--- src/rtl/osc_multi.sv ---
// osc_multi: phase-accumulator (DDS) oscillator, one instance per voice.
// Frequency in Hz is turned into a phase increment by a serial restoring
// divider, so no combinational divide sits in the sample path. Produces
// square/pulse, sawtooth or triangle samples in two's complement, and a wrap
// pulse once per period.
module osc_multi #(
    parameter int unsigned CLK_HZ = 1000000,
    parameter int unsigned FREQ_W = 12,
    parameter int unsigned ACC_W  = 32,
    parameter int unsigned SIG_W  = 16,
    parameter int unsigned DUTY_W = 8
) (
    input  logic              clk,
    input  logic              rst,
    input  logic              en,
    input  logic [FREQ_W-1:0] freq,
    input  logic [1:0]        mode,
    input  logic [DUTY_W-1:0] duty,
    output logic [SIG_W-1:0]  sig,
    output logic              wrap,
    output logic              busy
);

    // Numerator is freq * 2^ACC_W; one quotient bit is resolved per cycle.
    localparam int unsigned NUM_W = FREQ_W + ACC_W;
    // Partial remainder stays below CLK_HZ, so one extra bit holds the shifted value.
    localparam int unsigned REM_W = $clog2(CLK_HZ) + 1;
    localparam int unsigned CNT_W = $clog2(NUM_W + 1);

    localparam logic [REM_W:0]   DIVISOR = (REM_W + 1)'(CLK_HZ);
    localparam logic [CNT_W-1:0] LAST_STEP = CNT_W'(NUM_W - 1);

    // Symmetric full-scale levels for the pulse wave (+max and -max, never -2^(SIG_W-1)).
    localparam logic [SIG_W-1:0] SIG_POS = {1'b0, {(SIG_W - 1){1'b1}}};
    localparam logic [SIG_W-1:0] SIG_NEG = {1'b1, {(SIG_W - 2){1'b0}}, 1'b1};

    localparam logic [1:0] MODE_PULSE = 2'd0;
    localparam logic [1:0] MODE_SAW   = 2'd1;
    localparam logic [1:0] MODE_TRI   = 2'd2;

    typedef enum logic {
        S_IDLE,
        S_DIV
    } state_t;

    state_t            state;
    state_t            state_nxt;
    logic [FREQ_W-1:0] freq_lat;
    logic [FREQ_W-1:0] freq_lat_nxt;
    logic [NUM_W-1:0]  num;
    logic [NUM_W-1:0]  num_nxt;
    logic [REM_W-1:0]  rem;
    logic [REM_W-1:0]  rem_nxt;
    logic [ACC_W-1:0]  quo;
    logic [ACC_W-1:0]  quo_nxt;
    logic [CNT_W-1:0]  cnt;
    logic [CNT_W-1:0]  cnt_nxt;
    logic [ACC_W-1:0]  inc;
    logic [ACC_W-1:0]  inc_nxt;
    logic              busy_nxt;

    logic [REM_W:0]    rem_sh_c;
    logic              ge_c;

    logic [ACC_W-1:0]  phase;
    logic [ACC_W:0]    acc_sum_c;
    logic [SIG_W-1:0]  wave_c;
    logic [SIG_W-1:0]  p_top_c;
    logic [SIG_W-1:0]  t_c;
    logic [SIG_W-1:0]  tri_v_c;
    logic [DUTY_W-1:0] duty_cmp_c;

    // Divider state and datapath registers.
    always_ff @(posedge clk or posedge rst) begin
        if (rst) begin
            state    <= S_IDLE;
            freq_lat <= '0;
            num      <= '0;
            rem      <= '0;
            quo      <= '0;
            cnt      <= '0;
            inc      <= '0;
            busy     <= 1'b0;
        end else begin
            state    <= state_nxt;
            freq_lat <= freq_lat_nxt;
            num      <= num_nxt;
            rem      <= rem_nxt;
            quo      <= quo_nxt;
            cnt      <= cnt_nxt;
            inc      <= inc_nxt;
            busy     <= busy_nxt;
        end
    end

    // Divider next-state: latch a new freq in IDLE, then restoring shift-subtract.
    always_comb begin
        state_nxt    = state;
        freq_lat_nxt = freq_lat;
        num_nxt      = num;
        rem_nxt      = rem;
        quo_nxt      = quo;
        cnt_nxt      = cnt;
        inc_nxt      = inc;
        busy_nxt     = busy;

        rem_sh_c = {rem, num[NUM_W-1]};
        ge_c     = (rem_sh_c >= DIVISOR);

        case (state)
            S_IDLE: begin
                if (freq != freq_lat) begin
                    freq_lat_nxt = freq;
                    num_nxt      = {freq, ACC_W'(0)};
                    rem_nxt      = '0;
                    quo_nxt      = '0;
                    cnt_nxt      = '0;
                    busy_nxt     = 1'b1;
                    state_nxt    = S_DIV;
                end
            end
            S_DIV: begin
                num_nxt = num << 1;
                rem_nxt = ge_c ? REM_W'(rem_sh_c - DIVISOR) : REM_W'(rem_sh_c);
                // Only the low ACC_W quotient bits are ever used, so older bits fall off.
                quo_nxt = ACC_W'({quo, ge_c});
                cnt_nxt = cnt + CNT_W'(1);
                if (cnt == LAST_STEP) begin
                    inc_nxt   = quo_nxt;
                    busy_nxt  = 1'b0;
                    state_nxt = S_IDLE;
                end
            end
            default: begin
                state_nxt = S_IDLE;
            end
        endcase
    end

    // Wave shaping from the current phase.
    always_comb begin
        acc_sum_c  = {1'b0, phase} + {1'b0, inc};
        p_top_c    = phase[ACC_W-1 -: SIG_W];
        t_c        = phase[ACC_W-2 -: SIG_W];
        duty_cmp_c = phase[ACC_W-1 -: DUTY_W];
        // Rising half uses the folded phase directly, falling half its complement.
        tri_v_c    = phase[ACC_W-1] ? ~t_c : t_c;
        wave_c     = '0;

        case (mode)
            MODE_PULSE: wave_c = (duty_cmp_c < duty) ? SIG_POS : SIG_NEG;
            MODE_SAW:   wave_c = {~p_top_c[SIG_W-1], p_top_c[SIG_W-2:0]};
            MODE_TRI:   wave_c = {~tri_v_c[SIG_W-1], tri_v_c[SIG_W-2:0]};
            default:    wave_c = '0;
        endcase
    end

    // Phase accumulator, wrap pulse and registered sample; gate low clears all three.
    always_ff @(posedge clk or posedge rst) begin
        if (rst) begin
            phase <= '0;
            wrap  <= 1'b0;
            sig   <= '0;
        end else if (!en) begin
            phase <= '0;
            wrap  <= 1'b0;
            sig   <= '0;
        end else begin
            phase <= acc_sum_c[ACC_W-1:0];
            wrap  <= acc_sum_c[ACC_W];
            sig   <= wave_c;
        end
    end

endmodule

--- config.mk ---
export PLATFORM = sky130hd
export DESIGN_NAME = osc_multi
export DESIGN_NICKNAME = d
export VERILOG_FILES = /design/src/rtl/osc_multi.sv
export SDC_FILE = /design/constraint.sdc
export NUM_CORES = 1
export LEC_CHECK = 0
export CAP_MARGIN = 25
export CELL_PAD_IN_SITES_DETAIL_PLACEMENT = 0
export CELL_PAD_IN_SITES_GLOBAL_PLACEMENT = 1
export CORE_UTILIZATION = 30
export DETAILED_ROUTE_END_ITERATION = 8
export HOLD_SLACK_MARGIN = 0.03
export PLACE_DENSITY_LB_ADDON = 0.1
export SYNTH_ARGS = -nofsm -noshare
export SYNTH_HDL_FRONTEND = slang
export SYNTH_SLANG_ARGS = --single-unit
export TNS_END_PERCENT = 30
--- constraint.sdc ---
create_clock -name clk -period 8.69 [get_ports clk]
set_input_delay 1.738 -clock clk [delete_from_list [all_inputs] [get_ports clk]]
set_output_delay 1.738 -clock clk [all_outputs]
set_load 0.01 [all_outputs]
==> results.py, run 1 <==
metrics = {
    "final_layout": {
        "layout-drive-gt1-share": 0.101,
        "num-fill-cells": 2978,
        "layout_commonest_cell": "sky130_fd_sc_hd__dfrtp_1",
        "areaGrowthSynthToFinish_pct": 16.8,
        "nets": 1023,
        "antenna_cells_inserted": 0,
        "final_instance_area_mm2": 0.0103,
        "layout_common_cells": "164 x sky130_fd_sc_hd__dfrtp_1, 156 x sky130_fd_sc_hd__nand2_1, 60 x sky130_fd_sc_hd__a21oi_1",
    },
    "sta": {
        "setup-violations-final": 0,
        "maxClockFrequency_mhz": 268,
        "timing.final.hold_violations": 0,
        "fin_hold_ws_ns": 0.489,
        "final.setup.tns_ns": 0,
        "grt_setup_unrepaired": "false",
        "clock-skew-final_ns": 0.0166,
        "slew_headroom": 0.340,
        "finalWorstPathRequiredPeriod_ns": 3.73,
        "worst_slew_pin_slew_ns": 0.989,
        "final_max_slew_viol_count": 0,
        "final_min_period_over_clock_period": 0.429,
    },
    "clock_network": {
        "clock_transition_time_at_the_flip_flop_clock_pins_of_the_worst_setup_and_hold_paths_ns": 0.08,
        "cts_num_sinks": 165,
        "post_cts.resized_instances": 0,
        "postCtsSetupBuffers": 0,
        "post_cts_hold_buffer_count": 0,
        "tritoncts": "built",
        "clock_latency_ns": 0.43,
        "maximum_level_of_the_cts_h_tree": 4,
        "numCtsBuffers": 17,
        "cts-root-buf": "sky130_fd_sc_hd__clkbuf_16",
        "clock_tree.buffer_depth": 2,
    },
    "min_path": {
        "holdPathEnd": "busy$_DFFE_PP0P_",
        "worstHoldStart": "busy$_DFFE_PP0P_",
        "worstHoldPathType": "flop to flop",
        "min_delay_path_depth": 2,
    },
    "setup_path": {
        "reg2reg_depth": 7,
        "reg2reg_capture_point": "phase[27]$_DFF_PP0_",
        "worstPathRequired_ns": 9.03,
        "critPathMaxFanout": 35,
        "worst-endpoint-arrival_ns": 4.07,
        "r2r_setup_slack_ns": 5.66,
        "reg2reg_from": "inc[16]$_DFFE_PP0P_",
        "timing.critical_path.to_type": "flop",
        "worstSetupStartpoint": "en",
        "timing_worst_setup_path_type": "input pin to flop",
        "startpoint_type": "input pin",
    },
    "detailed_routing": {
        "detail-route-antenna-nets": 0,
        "route.vias.total": 6503,
        "vias_per_instance": 4.81,
        "drt_wl_total_mm": 21.4,
        "drc": 0,
        "dr.first_iter.drc_count": 298,
        "drt_first_pass_iters": 4,
        "route.detailed.wl_per_inst_um": 15.8,
    },
    "synthesis": {
        "netlist_instances": 926,
        "post_synth_num_cell_types": 60,
        "ys_async_sr_fraction": 1.00,
        "post_synth.cell_area_avg_um2": 9.56,
        "ys_ff_latch": 165,
        "synth_largest_type_area_fraction": 0.466,
        "synth-edff-count": 0,
        "synth_top_cell_by_area": "sky130_fd_sc_hd__dfrtp_1",
        "synth.yosys.seq_area_share": 0.466,
        "mappedNetlistNets": 994,
        "ys_warn_count": 0,
        "synthTopCellsByArea": "sky130_fd_sc_hd__dfrtp_1 47%, sky130_fd_sc_hd__nand2_1 6.6%, sky130_fd_sc_hd__ha_1 5.9%, sky130_fd_sc_hd__mux2_2 5.5%, sky130_fd_sc_hd__xnor2_1 4.4%",
        "syn-cell-area_mm2": 0.00885,
        "synth_flop_cell": "sky130_fd_sc_hd__dfrtp_1",
    },
    "global_route": {
        "gr-usage-met1": 0.204,
        "first_global_vias": 6605,
        "groute.layer.met2.usage": 0.240,
        "grt-busiest-layer": "met2",
        "initial_antenna_violation_count": 0,
        "grt_usage": 0.149,
        "gr_met3_demand_resource": 0.0307,
        "grt_start_max_net_pins": 93,
        "grt_first_pass_wirelength_mm": 36.0,
        "grt_remaining_overflow": 0,
    },
    "placement": {
        "placedInstanceArea_mm2": 0.00967,
        "post-dp-hpwl_mm": 14.5,
        "gpl.final_weighted_congestion": 0.815,
        "io_buffer_count": 42,
    },
    "power": {
        "internal-power_mw": 2.12,
        "proportion_of_power_drawn_by_combinational_gates": 0.377,
        "static_leakage_nw": 4.60,
        "totalPowerFinal_mw": 3.46,
        "p_seq_frac": 0.390,
        "power.clock.fraction": 0.233,
        "power_switching_share": 0.387,
        "power-per-cell-area_mw_per_mm2": 335,
        "peakVddDrop_mv": 0.102,
        "total_switching_power_mw": 1.34,
    },
    "floorplan": {
        "die-height_um": 174,
        "die-width_um": 174,
        "initial_core_util": 0.307,
        "core_region_area_mm2": 0.0289,
        "fp.dieArea_mm2": 0.0302,
        "io_pins": 43,
        "fp-row-count": 62,
    },
    "status": {
        "status": "finished clean",
    },
    "job": {
        "cap_viol_max_count": 0,
    },
}
==> stage by stage <==
stage               setup WS, ns   util  instances
finish                      4.96  0.358       1352
global route                4.66  0.358       1352
CTS                         4.88  0.357       1350
detailed placement          4.43  0.335       1318
global placement            4.45  0.335       1317
floorplan                   2.49      -        926
==> kinds of logic (layout without fill, tap and decap cells) <==
family | Yosys count | in the layout | share of synthesized area
compound gates | 196 | 196 | 0.137
simple gates | 335 | 335 | 0.173
buf+inv | 68 | 110 | 0.0298
xor+xnor | 59 | 59 | 0.0584
fa+ha+maj | 43 | 43 | 0.0616
mux | 60 | 60 | 0.0739
flops | 165 | 165 | 0.466
==> worst max path at each step <==
stage / endpoint / cells after the start
after detailed placement: phase[24]$_DFF_PP0_ / 6
after global routing: phase[24]$_DFF_PP0_ / 6
after floorplan: busy$_DFFE_PP0P_ / 1
after global placement: sig[2]$_DFF_PP0_ / 9
final: phase[24]$_DFF_PP0_ / 6
after CTS: phase[24]$_DFF_PP0_ / 6
==> synthesized netlist by cell type, drive strengths merged (5+ instances only) <==
cell	number
a211oi	7
a21o	13
a21oi	60
a31oi	8
and2	5
buf	7
clkbuf	35
dfrtp	165
ha	42
inv	25
mux2	43
mux2i	17
nand2	156
nand2b	12
nand3	47
nand4	12
nor2	55
nor2b	11
nor3	11
nor4	7
o211ai	6
o21a	18
o21ai	53
o21bai	6
xnor2	44
xor2	15
==> worst max-delay path: stages <==
cell	delay (ns)
sky130_fd_sc_hd__clkdlybuf4s50_1	0.45
sky130_fd_sc_hd__buf_4	0.38
sky130_fd_sc_hd__clkinv_1	0.79
sky130_fd_sc_hd__nor4_1	0.50
sky130_fd_sc_hd__nand2_1	0.09
sky130_fd_sc_hd__o211ai_1	0.08
==> metal layers <==
layer / vias to the layer above / share of wire / routed length [um]
li1: 3286 / - / -
met1: 3139 / 0.50 / 10600
met2: 68 / 0.47 / 10100
met3: 10 / 0.023 / 493
met4: 0 / 0.011 / 238
met5: - / 0 / 0
==> cell type report <==
cell class                      count  area [um^2]  share of cell area
Sequential cell                   165         4130               0.399
Tap cell                          384          480              0.0465
Timing Repair Buffer               52          528              0.0511
Clock buffer                       17          425              0.0411
Clock inverter                     15          200              0.0194
Inverter                           26          103             0.00992
Multi-Input combinational cell    693         4470               0.433
==> power groups by stage <==
| stage | combinational, mW | clock, mW | sequential (mW) |
|---|---|---|---|
| after global routing | 1.50 | 0.864 | 1.40 |
| final | 1.30 | 0.807 | 1.35 |
| after global placement | 1.31 | 0 | 1.37 |
| after CTS | 1.32 | 0.838 | 1.36 |
| after detailed placement | 1.32 | 0 | 1.37 |
| after floorplan | 1.04 | 0 | 1.27 |
==> state kept, by name (all words and copies together), names as in the netlist <==
signal / cells
inc: 32
wrap: 1
phase: 32
cnt: 6
rem: 21
state: 1
busy: 1
num: 12
quo: 31
freq_lat: 12
sig: 16
Power figures use the tool's default switching activity.
==> inputs of run 2 (changes only) <==
==> constraint.sdc (replaced) <==
create_clock -name clk -period 3.4 [get_ports clk]
set_input_delay 0.68 -clock clk [delete_from_list [all_inputs] [get_ports clk]]
set_output_delay 0.68 -clock clk [all_outputs]
set_load 0.01 [all_outputs]
==> run 2 against run 1 <==
- largest cell class unchanged
- highest routed layer unchanged
- non-clock buffer count increased by 6
- via count increased by 0.60%
- final cell count increased by 0.44%
- register-to-register slack got worse by 4.9 ns
- flip-flop and latch count unchanged
- setup slack got worse by 4.2 ns
- die area unchanged
- combinational power increased to 2.6 times the previous value
- sequential share of layout area about the same
- clock-buffer cell count increased by 3
- wire length increased by 0.39%
==> results.py, run 2 (synthesis gave the netlist of run 1 again) <==
metrics = {
    "setup_path": {
        "cpPeakStageDelay_ns": 0.38,
        "reg2reg_depth": 9,
        "timing_worst_setup_path_type": "flop to flop",
        "critPathMaxFanout": 6,
        "startpoint_type": "flop",
        "worst-endpoint-arrival_ns": 2.96,
        "reg2reg_from": "inc[0]$_DFFE_PP0P_",
        "standard_cell_with_the_maximum_stage_delay_on_the_critical_path": "sky130_fd_sc_hd__fa_1",
        "worstPathRequired_ns": 3.72,
        "reg2reg_capture_point": "phase[30]$_DFF_PP0_",
        "r2r_setup_slack_ns": 0.75,
        "timing.critical_path.to_type": "flop",
        "crit_chain": "ha_1 -> inv_1 -> fa_1 -> nor2b_1 -> o2111ai_1 -> a21oi_1 -> o21ba_2 -> a31oi_1 -> o311ai_0",
    },
    "power": {
        "peakVddDrop_mv": 0.275,
        "power-per-cell-area_mw_per_mm2": 853,
        "static_leakage_nw": 4.60,
    },
    "detailed_routing": {
        "drt_first_pass_iters": 5,
        "route.vias.total": 6542,
        "drc": 0,
        "route.detailed.wl_per_inst_um": 15.8,
        "drt_wl_total_mm": 21.5,
        "detail-route-antenna-nets": 0,
        "vias_per_instance": 4.82,
        "dr.first_iter.drc_count": 352,
    },
    "job": {
        "cap_viol_max_count": 0,
    },
    "clock_network": {
        "maximum_level_of_the_cts_h_tree": 4,
        "clock_transition_time_at_the_flip_flop_clock_pins_of_the_worst_setup_and_hold_paths_ns": 0.07,
        "post_cts.resized_instances": 0,
        "cts-root-buf": "sky130_fd_sc_hd__clkbuf_16",
        "postCtsSetupBuffers": 0,
        "clock_tree.buffer_depth": 2,
        "cts_num_sinks": 165,
        "post_cts_hold_buffer_count": 0,
        "clock_latency_ns": 0.44,
        "numCtsBuffers": 17,
        "tritoncts": "built",
    },
    "sta": {
        "clock-skew-final_ns": 0.0115,
        "final_min_period_over_clock_period": 0.778,
        "final_max_slew_viol_count": 0,
        "slew_headroom": 0.439,
        "maxClockFrequency_mhz": 378,
        "setup-violations-final": 0,
        "final.setup.tns_ns": 0,
        "timing.final.hold_violations": 0,
        "finalWorstPathRequiredPeriod_ns": 2.65,
        "grt_setup_unrepaired": "false",
        "worst_slew_pin_slew_ns": 0.842,
    },
    "min_path": {
        "worstHoldPathType": "flop to flop",
        "worstHoldStart": "num[34]$_DFFE_PP0P_",
        "min_delay_path_depth": 2,
        "holdPathEnd": "num[35]$_DFFE_PP0P_",
    },
    "global_route": {
        "first_global_vias": 6616,
        "grt_remaining_overflow": 0,
        "grt_usage": 0.151,
        "grt_start_max_net_pins": 139,
        "initial_antenna_violation_count": 0,
        "grt_first_pass_wirelength_mm": 36.2,
    },
    "final_layout": {
        "layout_common_cells": "164 x sky130_fd_sc_hd__dfrtp_1, 156 x sky130_fd_sc_hd__nand2_1, 60 x sky130_fd_sc_hd__a21oi_1",
        "antenna_cells_inserted": 0,
        "areaGrowthSynthToFinish_pct": 16.7,
        "layout_commonest_cell": "sky130_fd_sc_hd__dfrtp_1",
        "layout_top_registers": "inc x32, phase x32, quo x31",
        "nets": 1029,
        "final_instance_area_mm2": 0.0103,
        "layout-drive-gt1-share": 0.106,
    },
    "floorplan": {
        "die-width_um": 174,
        "core_region_area_mm2": 0.0289,
        "fp-row-count": 62,
        "fp.dieArea_mm2": 0.0302,
        "initial_core_util": 0.307,
        "io_pins": 43,
        "die-height_um": 174,
    },
    "placement": {
        "io_buffer_count": 42,
        "gpl.final_weighted_congestion": 0.805,
        "post-dp-hpwl_mm": 14.7,
        "placedInstanceArea_mm2": 0.00974,
    },
    "status": {
        "status": "finished clean",
    },
}
-- run 2: cell count changes in the layout (fill, tap and decap cells not counted), sizes merged --
cell and change:
clkinvlp +2, buf +6, inv -6, clkinv +1
clkbuf +3
-- run 2: metal layers --
metal / vias to the layer above / global-route usage / share of wire
li1: 3315 / - / -
met1: 3120 / 0.213 / 0.52
met2: 91 / 0.234 / 0.44
met3: 16 / 0.0263 / 0.025
met4: 0 / 0.0453 / 0.012
met5: - / 0 / 0
-- run 2: worst max-delay path by stage --
stage	to	from	depth (start not counted)
finish	phase[30]$_DFF_PP0_	inc[0]$_DFFE_PP0P_	9
global route	phase[30]$_DFF_PP0_	inc[0]$_DFFE_PP0P_	9
floorplan	busy$_DFFE_PP0P_	rst	1
detailed placement	num[42]$_DFFE_PP0P_	freq[2]	7
global placement	sig[10]$_DFF_PP0_	duty[1]	10
CTS	phase[30]$_DFF_PP0_	inc[0]$_DFFE_PP0P_	9
-- run 2: layout make-up --
type	instances	area, um^2
multi-input cells	693	4470
repair buffers	58	553
fillers	2964	18500
clock inverters	12	144
inverters	26	101
clock buffers	20	457
flip-flops and latches	165	4130
well taps	384	480
-- run 2: critical path, delay by kind of cell (launching register included) --
family / cells / cell delay, ns
AO/OA/AOI/OAI: 5 / 1.28
adder cells (fa/ha/maj): 2 / 0.58
flip-flops: 1 / 0.36
AND/OR/NAND/NOR: 1 / 0.24
buffers and inverters: 1 / 0.06
-- run 2: per-stage QoR --
stage          instances   util  setup WS, ns  hold slack [ns]  power [mW]
2_1_floorplan        926      -         0.621            0.444        5.91
3_3_place_gp        1326  0.337         0.724            0.466        6.88
3_5_place_dp        1326  0.337         0.706            0.473        6.87
4_1_cts             1358  0.358         0.706            0.490        8.94
5_1_grt             1358  0.358         0.407            0.509        9.57
6_report            1358  0.358         0.754            0.487        8.82
-- run 2: power breakdown --
part           leakage, nW  switching (mW)  internal [mW]  total [mW]
Combinational         2.22            1.81           1.53        3.34
Sequential            2.09           0.696           2.77        3.46
Clock                0.290           0.873           1.14        2.01
Total                 4.60            3.38           5.44        8.82
==> inputs of run 3 (changes only) <==
==> constraint.sdc (replaced) <==
create_clock -name clk -period 2.7 [get_ports clk]
set_input_delay 0.54 -clock clk [delete_from_list [all_inputs] [get_ports clk]]
set_output_delay 0.54 -clock clk [all_outputs]
set_load 0.01 [all_outputs]
==> run 3 against run 2 <==
- critical endpoint is now phase[27]$_DFF_PP0_
- sequential power is 26% higher
- power rose by 28%
- clock power rose by 23%
- setup slack worse by 0.54 ns
- clock skew increased by 0.0038 ns
- non-clock buffer count up 32
- largest power group is now combinational cells
- worst hold slack worse by 0.0059 ns
- global-route usage barely moved
- largest cell class unchanged
==> results.py, run 3 (synthesis gave the netlist of run 1 again) <==
metrics = {
    "status": {
        "status": "finished clean",
    },
    "global_route": {
        "grt_usage": 0.151,
        "grt_first_pass_wirelength_mm": 36.4,
        "grt_remaining_overflow": 0,
        "grt_start_max_net_pins": 45,
        "first_global_vias": 6826,
        "initial_antenna_violation_count": 0,
    },
    "detailed_routing": {
        "met3_length_um": 381,
        "drc": 0,
        "route.vias.total": 6697,
        "top_layer_used": "met4",
        "drt_wl_total_mm": 21.6,
        "drt_first_pass_iters": 4,
        "wire_length_on_met1_mm": 10.9,
        "wl_met2_mm": 9.96,
        "route.detailed.wl_per_inst_um": 15.5,
        "detail-route-antenna-nets": 0,
        "dr.first_iter.drc_count": 256,
        "vias_per_instance": 4.82,
    },
    "setup_path": {
        "timing_worst_setup_path_type": "flop to flop",
        "worstSetupStartpoint": "inc[4]$_DFFE_PP0P_",
        "crit_chain": "ha_1 -> a21o_1 -> a31oi_1 -> a21boi_0 -> o211ai_1 -> buf_4 -> a21oi_1 -> buf_4 -> o32ai_1 -> mux2i_1",
        "critPathBufInv": 2,
        "cp_common_cell": "sky130_fd_sc_hd__buf_4",
        "r2r_setup_slack_ns": 0.21,
        "startpoint_type": "flop",
        "critical_path_s_top_delay_family": "compound AO/OA/AOI/OAI gates",
        "cpPeakStageDelay_ns": 0.39,
        "timing.critical_path.to_type": "flop",
        "reg2reg_from": "inc[4]$_DFFE_PP0P_",
        "reg2reg_capture_point": "phase[27]$_DFF_PP0_",
        "reg2reg_depth": 10,
        "standard_cell_with_the_maximum_stage_delay_on_the_critical_path": "sky130_fd_sc_hd__dfrtp_1",
        "worst-endpoint-arrival_ns": 2.84,
        "worstPathRequired_ns": 3.05,
        "critPathMaxFanout": 4,
    },
    "floorplan": {
        "fp.dieArea_mm2": 0.0302,
        "core_region_area_mm2": 0.0289,
        "die-width_um": 174,
        "initial_core_util": 0.307,
        "die-height_um": 174,
        "io_pins": 43,
        "fp-row-count": 62,
    },
    "min_path": {
        "holdPathEnd": "cnt[5]$_DFFE_PP0P_",
        "worstHoldStart": "cnt[5]$_DFFE_PP0P_",
        "min_delay_path_depth": 1,
        "worstHoldPathType": "flop to flop",
    },
    "sta": {
        "finalWorstPathRequiredPeriod_ns": 2.49,
        "maxClockFrequency_mhz": 402,
        "setup-violations-final": 0,
        "final_max_slew_viol_count": 0,
        "timing.final.hold_violations": 0,
        "final_min_period_over_clock_period": 0.921,
        "fin_hold_ws_ns": 0.481,
        "clock-skew-final_ns": 0.0152,
        "slew_headroom": 0.569,
        "worst_slew_pin_slew_ns": 0.646,
    },
    "clock_network": {
        "numCtsBuffers": 17,
        "clock_tree.buffer_depth": 2,
        "post_cts_hold_buffer_count": 0,
        "tritoncts": "built",
        "cts-root-buf": "sky130_fd_sc_hd__clkbuf_16",
        "post_cts.resized_instances": 0,
        "postCtsSetupBuffers": 0,
        "cts_num_sinks": 165,
        "clock_transition_time_at_the_flip_flop_clock_pins_of_the_worst_setup_and_hold_paths_ns": 0.08,
        "clock_latency_ns": 0.43,
        "maximum_level_of_the_cts_h_tree": 4,
    },
    "final_layout": {
        "antenna_cells_inserted": 0,
        "nets": 1061,
        "layout-drive-gt1-share": 0.135,
        "layout_common_cells": "164 x sky130_fd_sc_hd__dfrtp_1, 156 x sky130_fd_sc_hd__nand2_1, 60 x sky130_fd_sc_hd__a21oi_1",
        "layout_commonest_cell": "sky130_fd_sc_hd__dfrtp_1",
        "num-fill-cells": 2994,
        "layoutNonFillerInstCount": 1390,
        "areaGrowthSynthToFinish_pct": 19.9,
        "layout_top_registers": "inc x32, phase x32, quo x31",
    },
    "job": {
        "cap_viol_max_count": 0,
    },
    "placement": {
        "gpl.final_weighted_congestion": 0.796,
        "post-dp-hpwl_mm": 15.7,
        "io_buffer_count": 42,
        "post-place-cells": 1357,
    },
    "power": {
        "static_leakage_nw": 4.77,
        "peakVddDrop_mv": 0.396,
        "power-per-cell-area_mw_per_mm2": 1060,
    },
}
-- run 3: cell types whose count changed in the layout (fill, tap and decap cells not counted), sizes merged --
cell / before / now
buf: 16 / 48
inv: 28 / 33
clkbuf: 20 / 17
bufinv: 2 / 1
clkinv: 5 / 4
-- run 3: worst max-delay path by stage --
stage	endpoint	cells after the start
final	phase[27]$_DFF_PP0_	10
after global routing	phase[27]$_DFF_PP0_	10
after CTS	phase[27]$_DFF_PP0_	9
after detailed placement	phase[27]$_DFF_PP0_	9
after global placement	phase[30]$_DFF_PP0_	9
after floorplan	busy$_DFFE_PP0P_	1
-- run 3: worst reg2reg max path, delay by kind of cell (launching register included) --
kind	cells	cell delay, ns
AOI/OAI and AO/OA	6	1.16
buffers and inverters	2	0.33
DFF	1	0.39
muxes	1	0.22
adders and majority gates	1	0.31
-- run 3: per-layer routing --
metal	vias to the layer above	global-route usage
met4	0	0.0493
li1	3365	-
met2	82	0.243
met5	-	0
met1	3226	0.207
met3	24	0.0215
-- run 3: layout make-up --
type | instances | area, um^2 | share of cell area
Clock buffer | 17 | 425 | 0.0401
Inverter | 26 | 101 | 0.00955
Timing Repair Buffer | 90 | 843 | 0.0795
Multi-Input combinational cell | 693 | 4470 | 0.421
Sequential cell | 165 | 4130 | 0.389
Clock inverter | 15 | 160 | 0.0151
Tap cell | 384 | 480 | 0.0453
-- run 3: power by group --
group	total, mW	internal, mW	leakage (nW)	switching, mW
logic	4.42	2.11	2.39	2.31
clock network	2.47	1.32	0.285	1.15
registers	4.37	3.49	2.09	0.883
-- run 3: through the flow --
stage	TNS (ns)	instance area, um^2	power (mW)	util	setup slack, ns
final	0	10600	11.3	0.368	0.215
after global routing	-0.00334	10600	12.2	0.368	-0.00334
after CTS	0	10600	11.4	0.367	0.119
after detailed placement	0	10000	8.88	0.347	0.137
after global placement	0	10000	8.90	0.347	0.209
after floorplan	0	8860	7.45	-	0.0612
